[config.mk]
export PLATFORM = sky130hd
export DESIGN_NAME = pipe_wire
export DESIGN_NICKNAME = d
export VERILOG_FILES = /design/src/rtl/pipe_wire_pkg.sv /design/src/rtl/pipe_wire_stage.sv /design/src/rtl/pipe_wire.sv
export SDC_FILE = /design/constraint.sdc
export NUM_CORES = 1
export LEC_CHECK = 0
export ABC_AREA = 1
export CAP_MARGIN = 20
export CORE_MARGIN = 2
export CORE_UTILIZATION = 45
export CTS_CLUSTER_SIZE = 10
export DETAILED_ROUTE_END_ITERATION = 8
export PLACE_DENSITY = 0.77
export SYNTH_ARGS = -nofsm -noshare
export SYNTH_HDL_FRONTEND = slang
export SYNTH_SLANG_ARGS = --single-unit
[constraint.sdc]
create_clock -name clk -period 1.3 [get_ports clk]
set_input_delay 0.13 -clock clk [delete_from_list [all_inputs] [get_ports clk]]
set_output_delay 0.13 -clock clk [all_outputs]
set_load 0.03 [all_outputs]
[src/rtl/pipe_wire_pkg.sv]
// Shared limits and sizing helper for the pipe_wire register pipeline.
// Optional occupancy output is enabled by defining PIPE_WIRE_OCC_EN.
package pipe_wire_pkg;

    localparam int unsigned MAX_WIDTH = 64;
    localparam int unsigned MAX_DEPTH = 16;

    // Bits needed to count 0..depth valid stages.
    function automatic int unsigned occ_width(input int unsigned depth);
        return $clog2(depth + 1);
    endfunction

endpackage

[src/rtl/pipe_wire_stage.sv]
// One pipeline slot: valid/data register that loads from upstream whenever
// it is empty or the slot downstream can take its current beat.
module pipe_wire_stage #(
    parameter int unsigned WIDTH = 8
) (
    input  logic             clk,
    input  logic             rst,
    input  logic             flush,
    input  logic             prev_valid,
    input  logic [WIDTH-1:0] prev_data,
    input  logic             next_ready,
    output logic             ready,
    output logic             valid,
    output logic [WIDTH-1:0] data
);

    always_comb begin
        ready = !valid || next_ready;
    end

    always_ff @(posedge clk) begin
        if (rst || flush) begin
            valid <= 1'b0;
        end else if (ready) begin
            valid <= prev_valid;
        end
    end

    // Payload is deliberately not reset; only the valid bit qualifies it.
    always_ff @(posedge clk) begin
        if (ready) begin
            data <= prev_data;
        end
    end

endmodule

[src/rtl/pipe_wire.sv]
// DEPTH-stage valid/ready register pipeline with fully combinational ready chain.
// Define PIPE_WIRE_OCC_EN to add the occupancy (valid-stage count) output.
module pipe_wire
    import pipe_wire_pkg::*;
#(
    parameter int unsigned WIDTH = 8,
    parameter int unsigned DEPTH = 4
) (
    input  logic             clk,
    input  logic             rst,
    input  logic             flush,
    input  logic             in_valid,
    input  logic [WIDTH-1:0] in_data,
    output logic             in_ready,
    output logic             out_valid,
    output logic [WIDTH-1:0] out_data,
    input  logic             out_ready
`ifdef PIPE_WIRE_OCC_EN
    ,
    output logic [occ_width(DEPTH)-1:0] occupancy
`endif
);

    if (WIDTH < 1 || WIDTH > MAX_WIDTH || DEPTH < 1 || DEPTH > MAX_DEPTH) begin : g_bad_param
        $error("pipe_wire: WIDTH must be 1..64 and DEPTH 1..16");
    end

`ifdef PIPE_WIRE_OCC_EN
    localparam int unsigned OCC_W = occ_width(DEPTH);
    logic [DEPTH-1:0] stage_valid;
`endif

    // Each stage keeps its own ready net so the chain is a plain acyclic path.
    for (genvar i = 0; i < DEPTH; i++) begin : g_stage
        logic             rdy;
        logic             nrdy;
        logic             pv;
        logic             v;
        logic [WIDTH-1:0] pd;
        logic [WIDTH-1:0] d;

        if (i == 0) begin : g_head
            assign pv = in_valid;
            assign pd = in_data;
        end else begin : g_body
            assign pv = g_stage[i-1].v;
            assign pd = g_stage[i-1].d;
        end

        if (i == DEPTH - 1) begin : g_tail
            assign nrdy = out_ready;
        end else begin : g_mid
            assign nrdy = g_stage[i+1].rdy;
        end

        pipe_wire_stage #(
            .WIDTH(WIDTH)
        ) u_stage (
            .clk       (clk),
            .rst       (rst),
            .flush     (flush),
            .prev_valid(pv),
            .prev_data (pd),
            .next_ready(nrdy),
            .ready     (rdy),
            .valid     (v),
            .data      (d)
        );

`ifdef PIPE_WIRE_OCC_EN
        assign stage_valid[i] = v;
`endif
    end

    always_comb begin
        in_ready  = g_stage[0].rdy && !rst && !flush;
        out_valid = g_stage[DEPTH-1].v;
        out_data  = g_stage[DEPTH-1].d;
    end

`ifdef PIPE_WIRE_OCC_EN
    always_comb begin
        occupancy = '0;
        for (int unsigned k = 0; k < DEPTH; k++) begin
            occupancy = occupancy + OCC_W'(stage_valid[k]);
        end
    end
`endif

endmodule

==> flow_summary_export.csv <==
group,metric,value,unit
timing,rsz0062_at_grt,"true",
routing,detail-route-antenna-nets,0,
layout,finalNetCount,100,
logic_synthesis,synth.distinct_cells,11,
power_and_ir_drop,p_sw_frac,0.197,
worst_setup_path,cp.arrival,1.14,ns
layout,n_antenna_cell,0,
logic_synthesis,synthCells,53,
logic_synthesis,yosys.area.top_type_share,0.834,
worst_setup_path,crit_type,"register to output port",
logic_synthesis,synthMuxAreaShare,0,
power_and_ir_drop,switchingPower,0.381,mW
power_and_ir_drop,leakagePower,0.583,nW
logic_synthesis,yosys.area_share.adder,0,
die,die_h,54.6,µm
power_and_ir_drop,fin_total_pwr,1.94,mW
grt,antenna_found_initial,0,
die,fp.coreArea,2450,µm²
logic_synthesis,ys_seq_area_frac,0.903,
clocking,clock-root-buffer,"clkbuf_4",
worst_setup_path,worstPathMaxFanout,2,
logic_synthesis,ys_top_cells_by_area,"edfxtp_1 83%, dfxtp_1 6.9%, inv_1 2.0%",
routing,wl_per_cell,9.83,µm
timing,drv_slew,0,
logic_synthesis,syn_area_per_cell,21.7,µm²
power_and_ir_drop,p_int,1.56,mW
layout,layout_common_cells,"32 x edfxtp_1, 12 x clkdlybuf4s50_1, 9 x dlygate4sd2_1",
timing,holdWs,0.355,ns
routing,post-route-drc-count,0,
power_and_ir_drop,combPwrFrac,0.050,
worst_setup_path,cp.required,1.17,ns
logic_synthesis,synth_top_area_cell,"edfxtp_1",
timing,finalSetupViolations,0,
logic_synthesis,ys_ff_latch,36,
routing,vias_per_cell,4.42,
timing,timing.fmax,790,MHz
worst_setup_path,critPathCaptureType,"output port",
die,die_x,54.6,µm
clocking,cts_hold_buf,0,
power_and_ir_drop,p_clk_frac,0.268,
layout,layout_commonest_cell,"edfxtp_1",
logic_synthesis,syn_nets,66,
timing,finalSetupTns,0,ns
timing,fin_crit_sh,0.973,
die,ios,23,
layout,synthToLayoutAreaGrowth,31.1,%
timing,finClkSkew,0.00605,ns
logic_synthesis,synth-xor-area-share,0,
timing,hold_viol,0,
grt,grt_use_met3,0.0820,
grt,grt_max_degree,12,
grt,use_met1,0.0736,
clocking,cts_sinks,36,
routing,via_count,522,
routing,wl,1.16,mm
die,placementRows,18,
die,die-area,2980,µm²
grt,gr-usage-all-layers,0.0995,
routing,drtIter0Drc,4,
clocking,cts_tree,"built",
hold_path,hold_path.class,"primary input to register",
clocking,cts_made_buffers,5,
grt,busiest_layer,"met2",
worst_setup_path,critPathLaunchType,"register",
timing,tightest_slew,0.299,ns
flow_run,cap_violations,0,
logic_synthesis,yosys.area_share.simple,0.0575,
die,start_util,0.469,
clocking,cts_htree_levels,2,
logic_synthesis,synth_top_family_by_area,"simple AND/OR/NAND/NOR gates",
clocking,clk_pin_slew,0.10,ns
placed_design,gp_congestion,0.659,
grt,gr-usage-met2,0.167,
grt,grt.overflow.total,0,
routing,drtPass1Iterations,3,
timing,maxSlewHeadroom,0.801,
clocking,worstSkewPairLatency,0.32,ns
power_and_ir_drop,p_seq_frac,0.682,
power_and_ir_drop,p_per_area,1280,nW/µm²
grt,grt_pass1_vias,446,
logic_synthesis,synth_warnings,0,
logic_synthesis,synth-compound-area-share,0.0195,
status,status,"completed",
logic_synthesis,synth_area,1150,µm²
placed_design,dp.final_hpwl,832,µm
grt,grt_pass1_wl,1.76,mm
layout,drive_above_1_share,0.284,
power_and_ir_drop,peakVddDrop,0.997,mV
timing,period_needed,1.27,ns
placed_design,io_buffers,22,
clocking,clock_path_buffers,2,
## final timing paths
check / start / endpoint / slack [ns] / cells past startpoint
max: g_stage[3].u_stage.valid / in_ready / 0.03 / 6
min: in_valid / g_stage[0].u_stage.valid / 0.35 / 3
max reg2reg: g_stage[3].u_stage.valid / g_stage[1].u_stage.data[5] / 0.07 / 5
min reg2reg: g_stage[1].u_stage.data[4] / g_stage[2].u_stage.data[4] / 0.42 / 0
## critical path, stage by stage (launching register included)
cell and delay, ns:
dfxtp_2 0.34, inv_2 0.04, nor2_4 0.11, nand4_4 0.09
inv_2 0.07, nor2_2 0.03, buf_6 0.13
## synth_stat cells
library cell / n
a21oi_2: 2
nand2_2: 1
dfxtp_1: 4
nor2_1: 3
nor2_4: 1
nand3_2: 1
edfxtp_1: 32
nand4_4: 1
a21oi_1: 1
inv_1: 6
or2_1: 1
## sequential cells by signal, summed over array words and instances (netlist names)
name	cells
g_stage.u_stage.data	32
g_stage.u_stage.valid	4
## power by group through the flow
stage / registers [mW] / logic [mW] / clock network (mW)
6_report: 1.32 / 0.0969 / 0.521
5_1_grt: 1.33 / 0.104 / 0.597
4_1_cts: 1.32 / 0.0960 / 0.537
3_5_place_dp: 1.35 / 0.105 / 0
3_3_place_gp: 1.35 / 0.103 / 0
2_1_floorplan: 1.38 / 0.0104 / 0
## layer usage
layer	wire, µm	vias up	part of all wire
li1	-	261	-
met1	413	234	0.36
met2	627	25	0.54
met3	107	2	0.092
met4	11	0	0.0095
met5	0	-	0
## layout make-up
type | instances | area, µm²
clock buffer | 5 | 37.5
clock inverter | 3 | 13.8
fill | 198 | 945
inverter | 6 | 26.3
tap | 30 | 37.5
timing repair buffer | 27 | 260
sequential | 36 | 1040
multi-input combinational | 11 | 91.3
## metrics by stage
step / std cells / instance area [µm²] / util / worst slack, ns
2_1_floorplan: 53 / 1150 / - / 0.0197
3_3_place_gp: 107 / 1440 / 0.585 / -0.000376
3_5_place_dp: 107 / 1440 / 0.585 / -0.0159
4_1_cts: 116 / 1480 / 0.604 / -0.0498
5_1_grt: 118 / 1510 / 0.615 / -0.0800
6_report: 118 / 1510 / 0.615 / 0.0349
## cells by family after synthesis
family,after synthesis
DFF,36
AOI/OAI and AO/OA,3
buffers and inverters,6
and+or+nand+nor,8
## what timing repair did
action                     4_1_cts  5_1_grt
setup endpoints to repair       10        1
pin swaps                        1        1
resized for setup               12        4
setup buffers                    1        2
No activity file was read; power rests on OpenSTA's default activity.
